==> config.mk <==
export PLATFORM = sky130hd
export DESIGN_NAME = exec_seq
export DESIGN_NICKNAME = d
export VERILOG_FILES = /design/src/rtl/exec_seq_pkg.sv /design/src/rtl/exec_seq_cnt.sv /design/src/rtl/exec_seq.sv
export SDC_FILE = /design/constraint.sdc
export NUM_CORES = 1
export LEC_CHECK = 0
export ABC_AREA = 0
export BUFFER_PORTS_ARGS = -buffer_cell sky130_fd_sc_hd__buf_2
export CORE_MARGIN = 8
export CORE_UTILIZATION = 53
export DETAILED_ROUTE_END_ITERATION = 12
export PLACE_DENSITY = 0.76
export SKIP_LAST_GASP = 1
export SYNTH_ARGS = -nofsm -noshare
export SYNTH_HDL_FRONTEND = slang
export SYNTH_SLANG_ARGS = --single-unit
==> constraint.sdc <==
create_clock -name clk -period 2.75 [get_ports clk]
set_clock_uncertainty 0.2 [all_clocks]
set_input_delay 0.4125 -clock clk [delete_from_list [all_inputs] [get_ports clk]]
set_output_delay 0.4125 -clock clk [all_outputs]
set_load 0.02 [all_outputs]
==> src/rtl/exec_seq_pkg.sv <==
// Shared opcode and state encodings for the instruction execution sequencer.
// The same encodings are used by the instruction decoder.
package exec_seq_pkg;

    typedef enum logic [1:0] {
        OP_NOP  = 2'b00,
        OP_MOVI = 2'b01,
        OP_MOV  = 2'b10,
        OP_LOAD = 2'b11
    } opcode_e;

    // Encoding 3'd7 is unused and recovers to ST_IDLE.
    typedef enum logic [2:0] {
        ST_IDLE    = 3'd0,
        ST_SETUP   = 3'd1,
        ST_MEMWAIT = 3'd2,
        ST_WRITE   = 3'd3,
        ST_PCINC   = 3'd4,
        ST_DONE    = 3'd5,
        ST_ERR     = 3'd6
    } state_e;

    function automatic int max3(input int a, input int b, input int c);
        int m;
        m = (a > b) ? a : b;
        return (m > c) ? m : c;
    endfunction

endpackage

==> src/rtl/exec_seq_cnt.sv <==
// Loadable down-counter with a zero flag. Load has priority over the count,
// and the count holds at zero instead of wrapping.
module exec_seq_cnt #(
    parameter int WIDTH = 4
) (
    input  logic             clk,
    input  logic             reset,
    input  logic             load,
    input  logic [WIDTH-1:0] load_val,
    output logic             zero
);

    logic [WIDTH-1:0] count_reg;

    always_ff @(posedge clk) begin
        if (!reset) begin
            count_reg <= '0;
        end else if (load) begin
            count_reg <= load_val;
        end else if (count_reg != '0) begin
            count_reg <= count_reg - 1'b1;
        end
    end

    assign zero = (count_reg == '0);

endmodule

==> src/rtl/exec_seq.sv <==
// Multi-cycle instruction execution sequencer for NOP/MOVI/MOV/LOAD.
// All strobes are Moore outputs decoded from the state and the latched opcode.
module exec_seq
    import exec_seq_pkg::*;
#(
    parameter int SETUP_CYCLES = 1,
    parameter int WRITE_CYCLES = 3,
    parameter int MEM_TIMEOUT  = 15
) (
    input  logic       clk,
    input  logic       reset,
    input  logic       start,
    input  logic [1:0] opcode,
    input  logic       mem_ready,
    input  logic       abort,
    output logic       busy,
    output logic       reg_dest_en,
    output logic       imm_out_en,
    output logic       src_out_en,
    output logic       mem_rd,
    output logic       pc_inc,
    output logic       done,
    output logic       err
);

    localparam int CNT_MAX = max3(SETUP_CYCLES, WRITE_CYCLES, MEM_TIMEOUT);
    localparam int CW      = $clog2(CNT_MAX + 1);

    // The counter is loaded with N-1 so the zero flag marks the last cycle of a phase.
    localparam logic [CW-1:0] SETUP_LOAD = CW'(SETUP_CYCLES - 1);
    localparam logic [CW-1:0] WRITE_LOAD = CW'(WRITE_CYCLES - 1);
    localparam logic [CW-1:0] MEM_LOAD   = CW'(MEM_TIMEOUT - 1);

    state_e          state_reg, state_next;
    opcode_e         opcode_reg, opcode_next;
    logic            cnt_load;
    logic [CW-1:0]   cnt_load_val;
    logic            cnt_zero;

    always_ff @(posedge clk) begin
        if (!reset) begin
            state_reg  <= ST_IDLE;
            opcode_reg <= OP_NOP;
        end else begin
            state_reg  <= state_next;
            opcode_reg <= opcode_next;
        end
    end

    always_comb begin
        state_next  = state_reg;
        opcode_next = opcode_reg;
        case (state_reg)
            ST_IDLE: begin
                if (start) begin
                    opcode_next = opcode_e'(opcode);
                    state_next  = ST_SETUP;
                end
            end
            ST_SETUP: begin
                if (cnt_zero) begin
                    case (opcode_reg)
                        OP_LOAD: state_next = ST_MEMWAIT;
                        OP_NOP:  state_next = ST_PCINC;
                        default: state_next = ST_WRITE;
                    endcase
                end
            end
            ST_MEMWAIT: begin
                // Data arriving on the final allowed cycle still beats the timeout.
                if (mem_ready) begin
                    state_next = ST_WRITE;
                end else if (cnt_zero) begin
                    state_next = ST_ERR;
                end
            end
            ST_WRITE: begin
                if (cnt_zero) begin
                    state_next = ST_PCINC;
                end
            end
            ST_PCINC: state_next = ST_DONE;
            ST_DONE:  state_next = ST_IDLE;
            ST_ERR:   state_next = ST_IDLE;
            default:  state_next = ST_IDLE;
        endcase
        if (abort && (state_reg != ST_IDLE)) begin
            state_next = ST_IDLE;
        end
    end

    always_comb begin
        cnt_load     = (state_next != state_reg);
        cnt_load_val = '0;
        case (state_next)
            ST_SETUP:   cnt_load_val = SETUP_LOAD;
            ST_MEMWAIT: cnt_load_val = MEM_LOAD;
            ST_WRITE:   cnt_load_val = WRITE_LOAD;
            default:    cnt_load_val = '0;
        endcase
    end

    exec_seq_cnt #(
        .WIDTH (CW)
    ) u_cnt (
        .clk      (clk),
        .reset    (reset),
        .load     (cnt_load),
        .load_val (cnt_load_val),
        .zero     (cnt_zero)
    );

    always_comb begin
        busy        = 1'b0;
        reg_dest_en = 1'b0;
        imm_out_en  = 1'b0;
        src_out_en  = 1'b0;
        mem_rd      = 1'b0;
        pc_inc      = 1'b0;
        done        = 1'b0;
        err         = 1'b0;
        case (state_reg)
            ST_SETUP: busy = 1'b1;
            ST_MEMWAIT: begin
                busy   = 1'b1;
                mem_rd = 1'b1;
            end
            ST_WRITE, ST_PCINC: begin
                busy   = 1'b1;
                pc_inc = (state_reg == ST_PCINC);
                if (opcode_reg != OP_NOP) begin
                    reg_dest_en = 1'b1;
                    imm_out_en  = (opcode_reg == OP_MOVI);
                    src_out_en  = (opcode_reg == OP_MOV);
                    mem_rd      = (opcode_reg == OP_LOAD);
                end
            end
            ST_DONE: begin
                busy = 1'b1;
                done = 1'b1;
            end
            ST_ERR: begin
                busy = 1'b1;
                done = 1'b1;
                err  = 1'b1;
            end
            default: ;
        endcase
    end

endmodule
---- Yosys cells after proc, flatten, opt, wreduce, memory -nomap -nowiden ----
Cells that the tools add are included.
word-level totals
  ROM bits ................................ 0
  input bits .............................. 7
  memories ................................ 0
  output and inout bits ................... 8
  bits in writable memories ............... 0
  bits in latches ......................... 0
  bits in registers ....................... 9
  logic and storage cells ................. 51
operators by class
  divide/modulo/power cells ............... 0
  shift-type cells ........................ 0
  equal/unequal tests ..................... 12
  mux-type cells .......................... 23
  $add $sub $neg .......................... 1
  magnitude comparators ................... 0
  reductions and logical operators ........ 12
  bitwise gates (word level) .............. 0
  $mul .................................... 0
operators by type and width
  cell                 count
  $mux 3               6
  $pmux 3 s5           1
  $eq 3x2->1 const B   4
  $mux 1               11
  $eq 3x3->1 const B   3
  $mux 4               2
  $pmux 4 s2           1
  $pmux 3 s2           1
  $reduce_or 6->1      1
  $eq 2x2->1 const B   2
  $logic_not 4->1      1
  $reduce_bool 2->1    2
  $reduce_bool 4->1    1
  $reduce_or 2->1      2
  $sub 4x1->4 const B  1
  $eq 3x1->1 const B   1
  $logic_not 3->1      1
  $ne 3x3->1           1
  $reduce_bool 3->1    1
  $eq 2x1->1 const B   1
  $logic_not 2->1      1
  $pmux 1 s2           1
  $reduce_and 2->1     1
  $logic_and 1x1->1    1

---- Depth between registers and ports, before layout ----
  depth in word-level cells ............... 8
  gate-level depth with buffers ........... 6
  depth with buffers taken out ............ 6

---- Hierarchy ----
A second synthesis with hierarchy kept.
second synthesis, totals
  cells, all modules ...................... 96
  area, all modules ....................... 765.7 µm²
by module, submodules not included
  module        cells an instance  area an instance (µm²)  times used  seq. area each (µm²)
  exec_seq      73                 535.5                   1           100.1
  exec_seq_cnt  23                 230.2                   1           80.1

---- Worst setup path before layout ----
OpenSTA, ideal clock, no wires.
  path kind ............................... reg2out
  start ................................... register state_reg[2]
  end ..................................... output port reg_dest_en
  path buffers ............................ 0
  slack ................................... 0.757 ns
  data arrival time ....................... 1.381 ns
  required time ........................... 2.138 ns
  stages on the path, launching flop included .. 5
  cell sequence ........................... dfxtp_1 inv_1 nor3_2 a21o_1 nor2b_1
on the way
  cells in the longest elaborated chain, start to end .. 3
  elaborated cells on any way between the ends .. 4
  those cells by class .................... eq/ne (2); mux (1); reduce/logical (1)
RTL lines
  item                                             RTL line         source
  start: declaration                               exec_seq.sv:34   state_e state_reg, state_next;
  start signal: assignment                         exec_seq.sv:45   state_reg <= state_next;
  $eq 3x3->1 / $eq 3x2->1 (equally long branches)  exec_seq.sv:122  case (state_reg)
  $reduce_or 2->1 (*)                              -
  $mux 1 (*)                                       exec_seq.sv:122
  end: declaration                                 exec_seq.sv:17   output logic reg_dest_en,
Mark *: on every way between the ends. The rest lies on a longest branch, timed or not.

---- Worst setup path after layout ----
  start ................................... register state_reg[1]
  end ..................................... output port reg_dest_en
The elaborated chain is that of the path after synthesis.

==> flow_metrics.py <==
metrics = {
    "yosys": {
        "synth-warning-count": 0,
        "synth_top_family_by_area": "simple AND/OR/NAND/NOR gates",
        "synth_area_um2": 853.3,
        "ys_seq_area_share_pct": 21.11,
        "yosysUniqueCellTypes": 41,
        "synth-main-ff-cell": "dfxtp_1",
        "syn_nets": 115,
        "synth_top_area_share_pct": 21.11,
        "ys_seq_elements": 9,
        "synth_largest_area_cell": "dfxtp_1",
        "synthArstFlopShare_pct": 0,
        "ys_top_cells_by_area": "dfxtp_1 (21%), ha_1 (7.3%), a21oi_1 (5.3%), nor2_1 (4.8%), a21o_1 (3.5%)",
        "synth-compound-area-share_pct": 22.43,
        "synthXorXnorAreaFrac_pct": 2.053,
        "netlist_instances": 103,
        "synthMuxAreaShare_pct": 1.173,
        "yosys.area_share.simple_pct": 36.07,
        "synth_edf_count": 0,
        "avgSynthCellArea_um2": 8.285,
        "synth_fa_ha_area_share_pct": 7.331,
    },
    "sta": {
        "hold_viol": 0,
        "setup_viol": 0,
        "max_freq_mhz": 422.3,
        "timing.final.crit_share_pct": 86.10,
        "relSlewSlack_pct": 53.55,
        "layout_min_cycle_time_ns": 2.368,
        "drv_slew": 0,
        "worst_pin_slew_ns": 0.6959,
        "rsz0062_at_grt": "false",
        "finalSetupTns_ns": 0,
    },
    "placed_design": {
        "dp.cells": 130,
        "portBuffers": 14,
        "gp_congestion": 0.8289,
        "dp_hpwl_um": 1371,
        "place_area_um2": 900.9,
    },
    "routing": {
        "vias": 743,
        "wire_per_inst_um": 12.48,
        "finalWirelength_um": 1672,
        "dr.pass1.iters": 4,
        "vias_per_cell": 5.545,
        "drtIter0Drc": 11,
        "drc_errors": 0,
        "ant_nets": 0,
    },
    "global_route": {
        "grt_pass1_vias": 693,
        "grt_max_degree": 19,
        "grt_usage_pct": 11.30,
        "grt_pass1_wl_um": 3015,
        "antenna_found_initial": 0,
        "overflow": 0,
    },
    "setup_path": {
        "startpoint_type": "flop",
        "critPathCaptureType": "primary output",
        "required_ns": 2.14,
        "path_class": "reg2out",
        "regToRegSetupSlack_ns": 0.75,
        "worstPathMaxFanout": 18,
        "worstPathArrival_ns": 1.76,
    },
    "clock_tree": {
        "clk_root_buffer_cell": "clkbuf_4",
        "cts_resized": 0,
        "path_clk_slew_ns": 0.06,
        "cts_setup_buffers": 0,
        "cts_hold_buf": 0,
        "ctsLongestPathBuffers": 2,
        "clkSinkCount": 9,
        "cts_tree": "built",
        "cts_max_level": 1,
        "cts_made_buffers": 3,
        "insertion_delay_ns": 0.26,
    },
    "finish": {
        "fillerInstances": 139,
        "drive_gt1_share_pct": 26.27,
        "layout_common_cells": "buf_2 (14), nor2_1 (11), a21oi_1 (9), dfxtp_1 (9), inv_1 (7)",
        "fin_area_um2": 928.4,
        "diodes": 0,
        "syn2layout_area_growth_pct": 8.798,
        "fin_cells": 134,
        "fin_nets": 131,
        "largest_register_ffs": 4,
        "layout_commonest_cell": "buf_2",
    },
    "die": {
        "die_y_um": 56.13,
        "ios": 15,
        "dieArea_um2": 3150,
        "initial_core_util_pct": 56.64,
        "core-area_um2": 1506,
        "fp-row-count": 14,
        "die_x_um": 56.13,
    },
    "hold_path": {
        "hold_path.class": "in2reg",
    },
    "status": {
        "outcome": "finished clean",
    },
    "pwr": {
        "total_power_uw": 530.0,
        "p_leak_uw": 0.0004394,
        "p_per_area_nw_per_um2": 570.9,
        "ir_worst_vdd_v": 0.0003676,
    },
    "job": {
        "maxCapViolCount": 0,
    },
}
-- cell families (layout without fill, tap and decap cells) --
kind of cell	count (synthesis)	in the layout
adders and majority gates	5	5
muxes	1	1
xor gates and xnor gates	2	2
buffers and inverters	12	27
and+or+nand+nor	47	47
DFF	9	9
AOI/OAI and AO/OA	27	27
-- final cells by class --
class                      instances  area [um2]  share of cell area [%]
multi-input combinational         82       589.3                   63.48
inverter                           7       26.28                   2.830
clock buffer                       3       22.52                   2.426
timing repair buffer              16       85.08                   9.164
tap                               16       20.02                   2.156
sequential                         9       180.2                   19.41
clock inverter                     1       5.005                  0.5391
-- metrics by stage --
stage,setup WS (ns),util [%],hold slack [ns]
finish,0.3823,61.63,0.1804
global route,0.2302,61.63,0.1919
CTS,0.3780,61.63,0.1810
detailed placement,0.6696,59.80,0.3943
global placement,0.7359,59.80,0.3798
floorplan,0.7569,-,0.3455
-- where the power goes --
part           internal, uW  switching, uW  total, uW  leakage (uW)
Combinational           112            148        261      0.000348
Sequential              145           23.7        169     0.0000732
Clock                  53.6           46.9        101     0.0000177
-- worst max-delay path, cell delays in order, from the launching register on --
cell and delay (ns):
dfxtp_1 0.77, nor2b_1 0.28, a21o_1 0.16, nor2b_1 0.12, buf_2 0.17
-- Yosys cell counts (2+ instances only) --
cell type and number:
a211oi_1 2, a21o_1 4, a21oi_1 9, and2_1 3
and3_1 2, buf_2 2, clkbuf_8 2, dfxtp_1 9
ha_1 5, inv_1 7, nand2_1 5, nand2b_1 3
nor2_1 11, nor2b_1 3, nor3_1 5, nor3b_1 2
o21ai_0 4, xnor2_1 2
-- layer usage --
layer  routed length [um]  share of wire, %  global-route usage [%]  up-vias
li1                     -                 -                       -      395
met1                  782                47                   13.25      332
met3                   92               5.5                   4.110        4
met5                    0                 0                       0        -
met2                  770                46                   17.75       12
met4                   27               1.6                   5.155        0
-- path summary, 6_finish.rpt --
check        cells after the start                         endpoint                       startpoint
max                              4                      reg_dest_en          state_reg[1]$_SDFF_PN0_
min reg2reg                      3  u_cnt.count_reg[1]$_SDFFE_PN0P_  u_cnt.count_reg[1]$_SDFFE_PN0P_
min                              3       opcode_reg[0]$_SDFFE_PN0P_                        opcode[0]
max reg2reg                      6  u_cnt.count_reg[3]$_SDFFE_PN0P_  u_cnt.count_reg[0]$_SDFFE_PN0P_
Note: power is estimated with default switching activity, not from simulation.
